===== src/rtl/proc_pkg.sv =====
// Shared processor definitions: default address/instruction widths and opcodes.
package proc_pkg;

  localparam int ADDR_W  = 4;
  localparam int INSTR_W = 8;

  typedef enum logic [1:0] {
    OP_ADD = 2'b00,
    OP_AND = 2'b01,
    OP_OR  = 2'b10,
    OP_JMP = 2'b11
  } opcode_e;

endpackage


===== src/rtl/fetch_fifo.sv =====
// Synchronous FIFO with push/pop/clear, occupancy count and combinational head read.
module fetch_fifo #(
  parameter int DEPTH  = 4,
  parameter int DATA_W = 12
) (
  input  logic                     clk,
  input  logic                     rst,
  input  logic                     clear,
  input  logic                     push,
  input  logic                     pop,
  input  logic [DATA_W-1:0]        wdata,
  output logic [DATA_W-1:0]        head,
  output logic [$clog2(DEPTH):0]   count
);

  localparam int PTR_W = $clog2(DEPTH);
  localparam int CNT_W = PTR_W + 1;

  logic [DATA_W-1:0] mem [DEPTH];
  logic [PTR_W-1:0]  head_ptr;
  logic [PTR_W-1:0]  tail_ptr;

  // Pointers wrap naturally; count alone tells full from empty.
  always_ff @(posedge clk) begin
    if (!rst || clear) begin
      head_ptr <= '0;
      tail_ptr <= '0;
      count    <= '0;
    end else begin
      if (push) tail_ptr <= tail_ptr + PTR_W'(1);
      if (pop)  head_ptr <= head_ptr + PTR_W'(1);
      if (push && !pop)      count <= count + CNT_W'(1);
      else if (pop && !push) count <= count - CNT_W'(1);
    end
  end

  // When full, tail == head: the old head is read out the same cycle it is overwritten.
  always_ff @(posedge clk) begin
    if (rst && !clear && push) mem[tail_ptr] <= wdata;
  end

  assign head = mem[head_ptr];

endmodule


===== src/rtl/instruction_prefetch_buffer.sv =====
// Prefetches sequential instructions into a small FIFO; a flush redirects fetch and empties it.
module instruction_prefetch_buffer #(
  parameter int DEPTH   = 4,
  parameter int ADDR_W  = proc_pkg::ADDR_W,
  parameter int INSTR_W = proc_pkg::INSTR_W
) (
  input  logic                    clk,
  input  logic                    rst,
  output logic [ADDR_W-1:0]       imem_addr,
  input  logic [INSTR_W-1:0]      imem_data,
  input  logic                    flush,
  input  logic [ADDR_W-1:0]       flush_addr,
  output logic                    out_valid,
  input  logic                    out_ready,
  output logic [INSTR_W-1:0]      out_instr,
  output logic [ADDR_W-1:0]       out_pc,
  output logic [$clog2(DEPTH):0]  count
);

  import proc_pkg::*;

  localparam int CNT_W  = $clog2(DEPTH) + 1;
  localparam int DATA_W = ADDR_W + INSTR_W;
  localparam logic [CNT_W-1:0] DEPTH_C = CNT_W'(DEPTH);

  logic [ADDR_W-1:0] fetch_pc;
  logic              push;
  logic              pop;
  logic [DATA_W-1:0] head;

  assign out_valid = (count != '0);
  assign pop       = out_valid && out_ready && !flush;
  assign push      = ((count < DEPTH_C) || pop) && !flush;
  assign imem_addr = fetch_pc;

  // fetch_pc wraps silently at 2^ADDR_W.
  always_ff @(posedge clk) begin
    if (!rst)      fetch_pc <= '0;
    else if (flush) fetch_pc <= flush_addr;
    else if (push)  fetch_pc <= fetch_pc + ADDR_W'(1);
  end

  fetch_fifo #(
    .DEPTH  (DEPTH),
    .DATA_W (DATA_W)
  ) u_fifo (
    .clk   (clk),
    .rst   (rst),
    .clear (flush),
    .push  (push),
    .pop   (pop),
    .wdata ({fetch_pc, imem_data}),
    .head  (head),
    .count (count)
  );

  // Head comes from storage only; forced to zero while empty.
  assign out_pc    = out_valid ? head[DATA_W-1:INSTR_W] : '0;
  assign out_instr = out_valid ? head[INSTR_W-1:0]      : '0;

endmodule


===== config.mk =====
export PLATFORM = sky130hd
export DESIGN_NAME = instruction_prefetch_buffer
export DESIGN_NICKNAME = d
export VERILOG_FILES = /design/src/rtl/proc_pkg.sv /design/src/rtl/fetch_fifo.sv /design/src/rtl/instruction_prefetch_buffer.sv
export SDC_FILE = /design/constraint.sdc
export NUM_CORES = 1
export LEC_CHECK = 0
export ABC_AREA = 0
export CAP_MARGIN = 15
export CORE_MARGIN = 8
export CORE_UTILIZATION = 30
export DETAILED_ROUTE_END_ITERATION = 12
export GPL_ROUTABILITY_DRIVEN = 0
export SYNTH_ARGS = -nofsm -noshare
export SYNTH_HDL_FRONTEND = slang
export SYNTH_SLANG_ARGS = --single-unit

===== constraint.sdc =====
create_clock -name clk -period 3.19 [get_ports clk]
set_input_delay 0.638 -clock clk [delete_from_list [all_inputs] [get_ports clk]]
set_output_delay 0.638 -clock clk [all_outputs]
set_load 0.01 [all_outputs]

==> metrics, run 1 <==
status=complete, no violations; final net count=220; most frequent cells in the layout=48 x edfxtp_1, 35 x clkdlybuf4s50_1, 16 x and2_1; hold_ws=515 ps; most common cell after layout, fill and taps aside=edfxtp_1; PD cells=518 mW/mm2; Final ANT Viol Nets=0; Clk Latency, worst-skew pair=330 ps; Worst-Margin Slew=621 ps; setup TNS=0 ps; total grt overflow=0; MaxCap Viol Count=0; reg2reg path depth=9; Critical Path AT=2280 ps; flops & latches, synth=61; vias in the first global route=1468; Hold Crit Class=reg -> reg; Tcrit/Tclk final=91.6%; Worst-path clk slew=60 ps; RSZ-0062 raised after global routing=false; n_diodes=0; WL per Instance=15.0 um; count of cell types in the netlist=25; global-route wire length before repair=7.59 mm; Critical Path End Type=output port; syn_nets=170; fin. max-slew vios=0; Final Instance Area=0.00317 mm2; largest net degree at the start of global routing=16; gr usage total=8.95%; synthesized instance count=147; die span in x=107 um; P&R area growth vs syn=27.6%; CTS root buffer=clkbuf_8; Post-synth EDFFs=48; PnR worst setup slack=270 ps; area of the multi-input gates=733 um2; CORE AREA=0.00813 mm2; Final min period=2920 ps; Hold Path Depth=2; FP Rows=33; CP startpoint kind=register; Initial Util=30.5%; Rel. slew slack=58.6%; Leak=1.08 nW; CTS buffer count=9; Die Y=107 um; H-tree lvl count=3; Post-DP HPWL=3.19 mm; Post-CTS Setup Inserts=0; routed vias/inst=4.47; Setup CP Type=reg -> out; Max VDD drop=0.156 mV; Power, Total=1.64 mW; Post-synth ARST share=0%; end point of the critical path=out_pc[2]; placed cell areas=0.00302 mm2; Fmax=342 MHz; CTS tree=done; mapped cell area=0.00248 mm2; final WL=4.61 mm; Reg2Reg Launch Point=u_fifo.count[2]; IO buf count=35; crit-path max FO=7; final hold vios=0; I/O pin cnt=36; R2R setup slack=770 ps; Post-CTS Hold Fix Bufs=0; Setup-failing EPs final=0; DRC viols=0; Max Buffers Root-to-Sink=2; pre-CTS setup slack=502 ps; DR vias=1373; share of layout cells above drive strength 1=15.3%; 1st-pass router iterations=4; initial drt markers=49; post-CTS sizing=0; YS warnings=0; CTS sink cnt=61; Die ar.=0.0115 mm2; CP Data Required Time=2550 ps; register area share after synthesis=68.5%; register area=0.00170 mm2; Filler Cell Count=767; Top FF cell, synth=edfxtp_1; initial antenna violation count=0; syn avg cell area=16.9 um2; reg2reg end=u_fifo.count[2]; Layout Skew=6.65 ps
## kinds of logic after synthesis
kind of cell             after synthesis  share of synthesized area, %
multiplexers                          14                          12.0
flip-flops                            61                          68.5
adder cells (fa/ha/maj)                7                          3.83
AO/OA/AOI/OAI                         14                          2.92
XOR/XNOR                               8                          3.12
buffers and inverters                  9                          2.01
AND/OR/NAND/NOR                       34                          7.65
## synthesized netlist by cell type, types with 2 or more instances
master,n,area share [%]
a21oi_1,8,1.6
inv_1,5,0.76
dfxtp_1,13,10
mux4_1,2,2.1
buf_6,2,0.91
and2_1,16,4.0
nand2_1,4,0.60
xor2_1,3,1.1
xnor2_1,4,1.4
mux4_2,10,9.1
mux2i_1,2,0.81
ha_1,6,3.0
o21ai_0,5,1.0
nor2_1,6,0.91
nand3_1,4,0.81
edfxtp_1,48,58
## worst min-delay path by stage
stage,start,to,slack [ps]
floorplan,u_fifo.tail_ptr[1],u_fifo.tail_ptr[1],480
global placement,u_fifo.tail_ptr[1],u_fifo.tail_ptr[1],500
CTS,u_fifo.tail_ptr[1],u_fifo.tail_ptr[1],520
global route,u_fifo.tail_ptr[1],u_fifo.tail_ptr[1],560
finish,u_fifo.tail_ptr[1],u_fifo.tail_ptr[1],510
detailed placement,u_fifo.tail_ptr[1],u_fifo.tail_ptr[1],510
## where the power goes
| part | switching, mW | internal (mW) | leakage, nW |
|---|---|---|---|
| Sequential | 0.0206 | 0.883 | 0.545 |
| Combinational | 0.0787 | 0.109 | 0.458 |
| Clock | 0.274 | 0.276 | 0.0765 |
| Total | 0.374 | 1.27 | 1.08 |
## stage by stage
step	cells	utilization (%)
after global routing	307	39.0
after floorplan	147	-
final	307	39.0
after global placement	291	37.1
after CTS	307	39.0
after detailed placement	291	37.1
## worst max-delay path, stage by stage (launching register included)
cell and delay (ps):
dfxtp_1 520, buf_4 270, mux4_2 520, and2_1 170, clkdlybuf4s50_1 470
## sequential cells by signal, summed over array words and instances, names as in the netlist, named ones only
signal / cells
u_fifo.tail_ptr: 2
imem_addr: 4
u_fifo.mem: 48
u_fifo.count: 3
u_fifo.head_ptr: 2
## routing by layer
layer / routed length (um) / part of all wire, % / global-route usage [%] / vias up
met5: 0 / 0 / 0 / -
met1: 2140 / 46 / 10.9 / 675
li1: - / - / - / 653
met4: 128 / 2.8 / 6.13 / 0
met3: 284 / 6.2 / 3.36 / 11
met2: 2060 / 45 / 12.8 / 34
## cell type report
cell class | count | share of cell area, %
inverters | 5 | 0.592
well taps | 105 | 4.14
clock buffers | 13 | 4.38
flip-flops and latches | 61 | 53.6
repair buffers | 43 | 13.7
multi-input cells | 77 | 23.1
clock inverters | 3 | 0.394
Note: power is estimated with default switching activity, not from simulation.
==> inputs of run 2 (changes only) <==
--- a/config.mk
+++ b/config.mk
@@ -6,9 +6,11 @@
 export NUM_CORES = 1
 export LEC_CHECK = 0
 export ABC_AREA = 0
+export ABC_CLOCK_PERIOD_IN_PS = 3190
 export CAP_MARGIN = 15
 export CORE_MARGIN = 8
 export CORE_UTILIZATION = 30
+export CTS_BUF_LIST = sky130_fd_sc_hd__clkbuf_4 sky130_fd_sc_hd__clkbuf_8
 export DETAILED_ROUTE_END_ITERATION = 12
 export GPL_ROUTABILITY_DRIVEN = 0
 export SYNTH_ARGS = -nofsm -noshare
==> metrics, run 2 (same netlist as run 1, synthesis figures left out) <==
RSZ-0062 raised after global routing=false (unchanged); setup TNS=0 ps (unchanged); Worst-path clk slew=70 ps (was 60 ps); final hold vios=0 (unchanged); CTS root buffer=clkbuf_8 (unchanged); Die Y=107 um (unchanged); status=complete, no violations (unchanged); DR vias=1371 (was 1373); die span in x=107 um (unchanged); Clk pwr share=34.9% (was 33.5%); Layout Skew=6.44 ps (was 6.65 ps); Clk Latency, worst-skew pair=330 ps (about the same); fin. max-slew vios=0 (unchanged); Gate power share=11.2% (was 11.4%); Post-CTS Setup Inserts=0 (unchanged); final WL=4.62 mm (was 4.61 mm); DRC viols=0 (unchanged); global-route wire length before repair=7.59 mm (unchanged); switching share of power=22.3% (was 22.8%); CP delay by family, top=buffers and inverters (unchanged); Setup CP Type=reg -> out (unchanged); placed cell areas=0.00302 mm2 (unchanged); total grt overflow=0 (unchanged); PD cells=526 mW/mm2 (was 518 mW/mm2); gr usage total=8.95% (unchanged); CP Data Required Time=2550 ps (about the same); WL per Instance=15.1 um (was 15.0 um); Post-CTS Hold Fix Bufs=0 (unchanged); CTS tree=done (unchanged); crit-path max FO=7 (unchanged); Fmax=342 MHz (about the same); CORE AREA=0.00813 mm2 (unchanged); n_diodes=0 (unchanged); Final min period=2920 ps (about the same); Leak=1.09 nW (was 1.08 nW); Die ar.=0.0115 mm2 (unchanged); internal power=1.30 mW (was 1.27 mW); Hold Crit Class=reg -> reg (unchanged); Initial Util=30.5% (unchanged); Post-DP HPWL=3.19 mm (unchanged); Max Buffers Root-to-Sink=2 (unchanged); Final Instance Area=0.00319 mm2 (was 0.00317 mm2); most frequent cells in the layout=48 x edfxtp_1, 35 x clkdlybuf4s50_1, 16 x and2_1 (unchanged); Tcrit/Tclk final=91.6% (about the same); P&R area growth vs syn=28.2% (was 27.6%); Critical Path AT=2290 ps (was 2280 ps); routed vias/inst=4.47 (about the same); grt met3 use=3.36% (unchanged); CTS buffer count=9 (unchanged); initial drt markers=48 (was 49); Largest Register=u_fifo.mem (unchanged); met2 GRT Util=12.8% (unchanged); critical path's slowest cell=dfxtp_1 (unchanged); I/O pin cnt=36 (unchanged); Max VDD drop=0.170 mV (was 0.156 mV); IO buf count=35 (unchanged); vias in the first global route=1468 (unchanged); FP Rows=33 (unchanged); CTS sink cnt=61 (unchanged); H-tree lvl count=3 (unchanged); GRT met1 Usage=10.9% (unchanged); Switch Pwr=374 uW (about the same); GRT busiest layer=met2 (unchanged); Final ANT Viol Nets=0 (unchanged); Worst-Margin Slew=621 ps (about the same); post-CTS sizing=0 (unchanged); Seq pwr share=53.9% (was 55.0%); Max stage delay on crit path=520 ps (about the same); share of layout cells above drive strength 1=17.3% (was 15.3%); number of flip-flops under the largest register name=48 (unchanged); CP startpoint kind=register (unchanged); initial antenna violation count=0 (unchanged); Rel. slew slack=58.6% (about the same); MaxCap Viol Count=0 (unchanged); Critical Path End Type=output port (unchanged); largest net degree at the start of global routing=16 (unchanged); Setup-failing EPs final=0 (unchanged); CP bufs+invs=2 (unchanged); most common cell after layout, fill and taps aside=edfxtp_1 (unchanged); final net count=220 (unchanged); hold_ws=515 ps (about the same); Critical Path, Cell by Cell=buf_4 > mux4_2 > and2_1 > clkdlybuf4s50_1 (unchanged); 1st-pass router iterations=4 (unchanged)
run 2: changes by cell type in the layout (fill, tap and decap cells not counted):
cell,previous run,this run
clkbuf_1,4,0
clkbuf_4,0,4
run 2: final timing paths:
path | depth (start not counted) | from | slack (ps) | to
min | 2 | u_fifo.tail_ptr[1] | 510 | u_fifo.tail_ptr[1]
max reg2reg | 9 | u_fifo.count[2] | 770 | u_fifo.count[2]
max | 4 | register | 270 | out_pc[2]
min reg2reg | 2 | u_fifo.tail_ptr[1] | 510 | u_fifo.tail_ptr[1]
run 2: metrics by stage:
step | power [mW] | util, % | std cells | setup slack [ps]
3_5_place_dp | 1.11 | 37.1 | 291 | 502
3_3_place_gp | 1.11 | 37.1 | 291 | 542
2_1_floorplan | 1.01 | - | 147 | 940
5_1_grt | 1.75 | 39.2 | 307 | 96.4
4_1_cts | 1.70 | 39.2 | 307 | 173
6_report | 1.68 | 39.2 | 307 | 267
run 2: area by class of cell:
| cell class | instances | area, um2 |
|---|---|---|
| sequential | 61 | 1700 |
| clock inverter | 3 | 12.5 |
| multi-input combinational | 77 | 733 |
| timing repair buffer | 43 | 435 |
| tap | 105 | 131 |
| inverter | 5 | 18.8 |
| fill | 765 | 4950 |
| clock buffer | 13 | 154 |
run 2: power groups by stage:
stage	clock [mW]	sequential [mW]	combinational, mW
floorplan	0	0.917	0.0938
global placement	0	0.921	0.190
detailed placement	0	0.921	0.191
CTS	0.601	0.905	0.192
global route	0.637	0.908	0.207
finish	0.585	0.904	0.188
run 2: layer usage:
layer  share of wire, %  wire (um)  vias up
met4                2.7        127        0
met2                 45       2060       34
met1                 47       2150      670
li1                   -          -      655
met5                  0          0        -
met3                6.2        286       12
run 2: worst min-delay path: cells and delay by family, from the launching register on:
kind | cells | cell delay, ps
AOI/OAI and AO/OA | 1 | 50
DFF | 1 | 340
and+or+nand+nor | 1 | 80
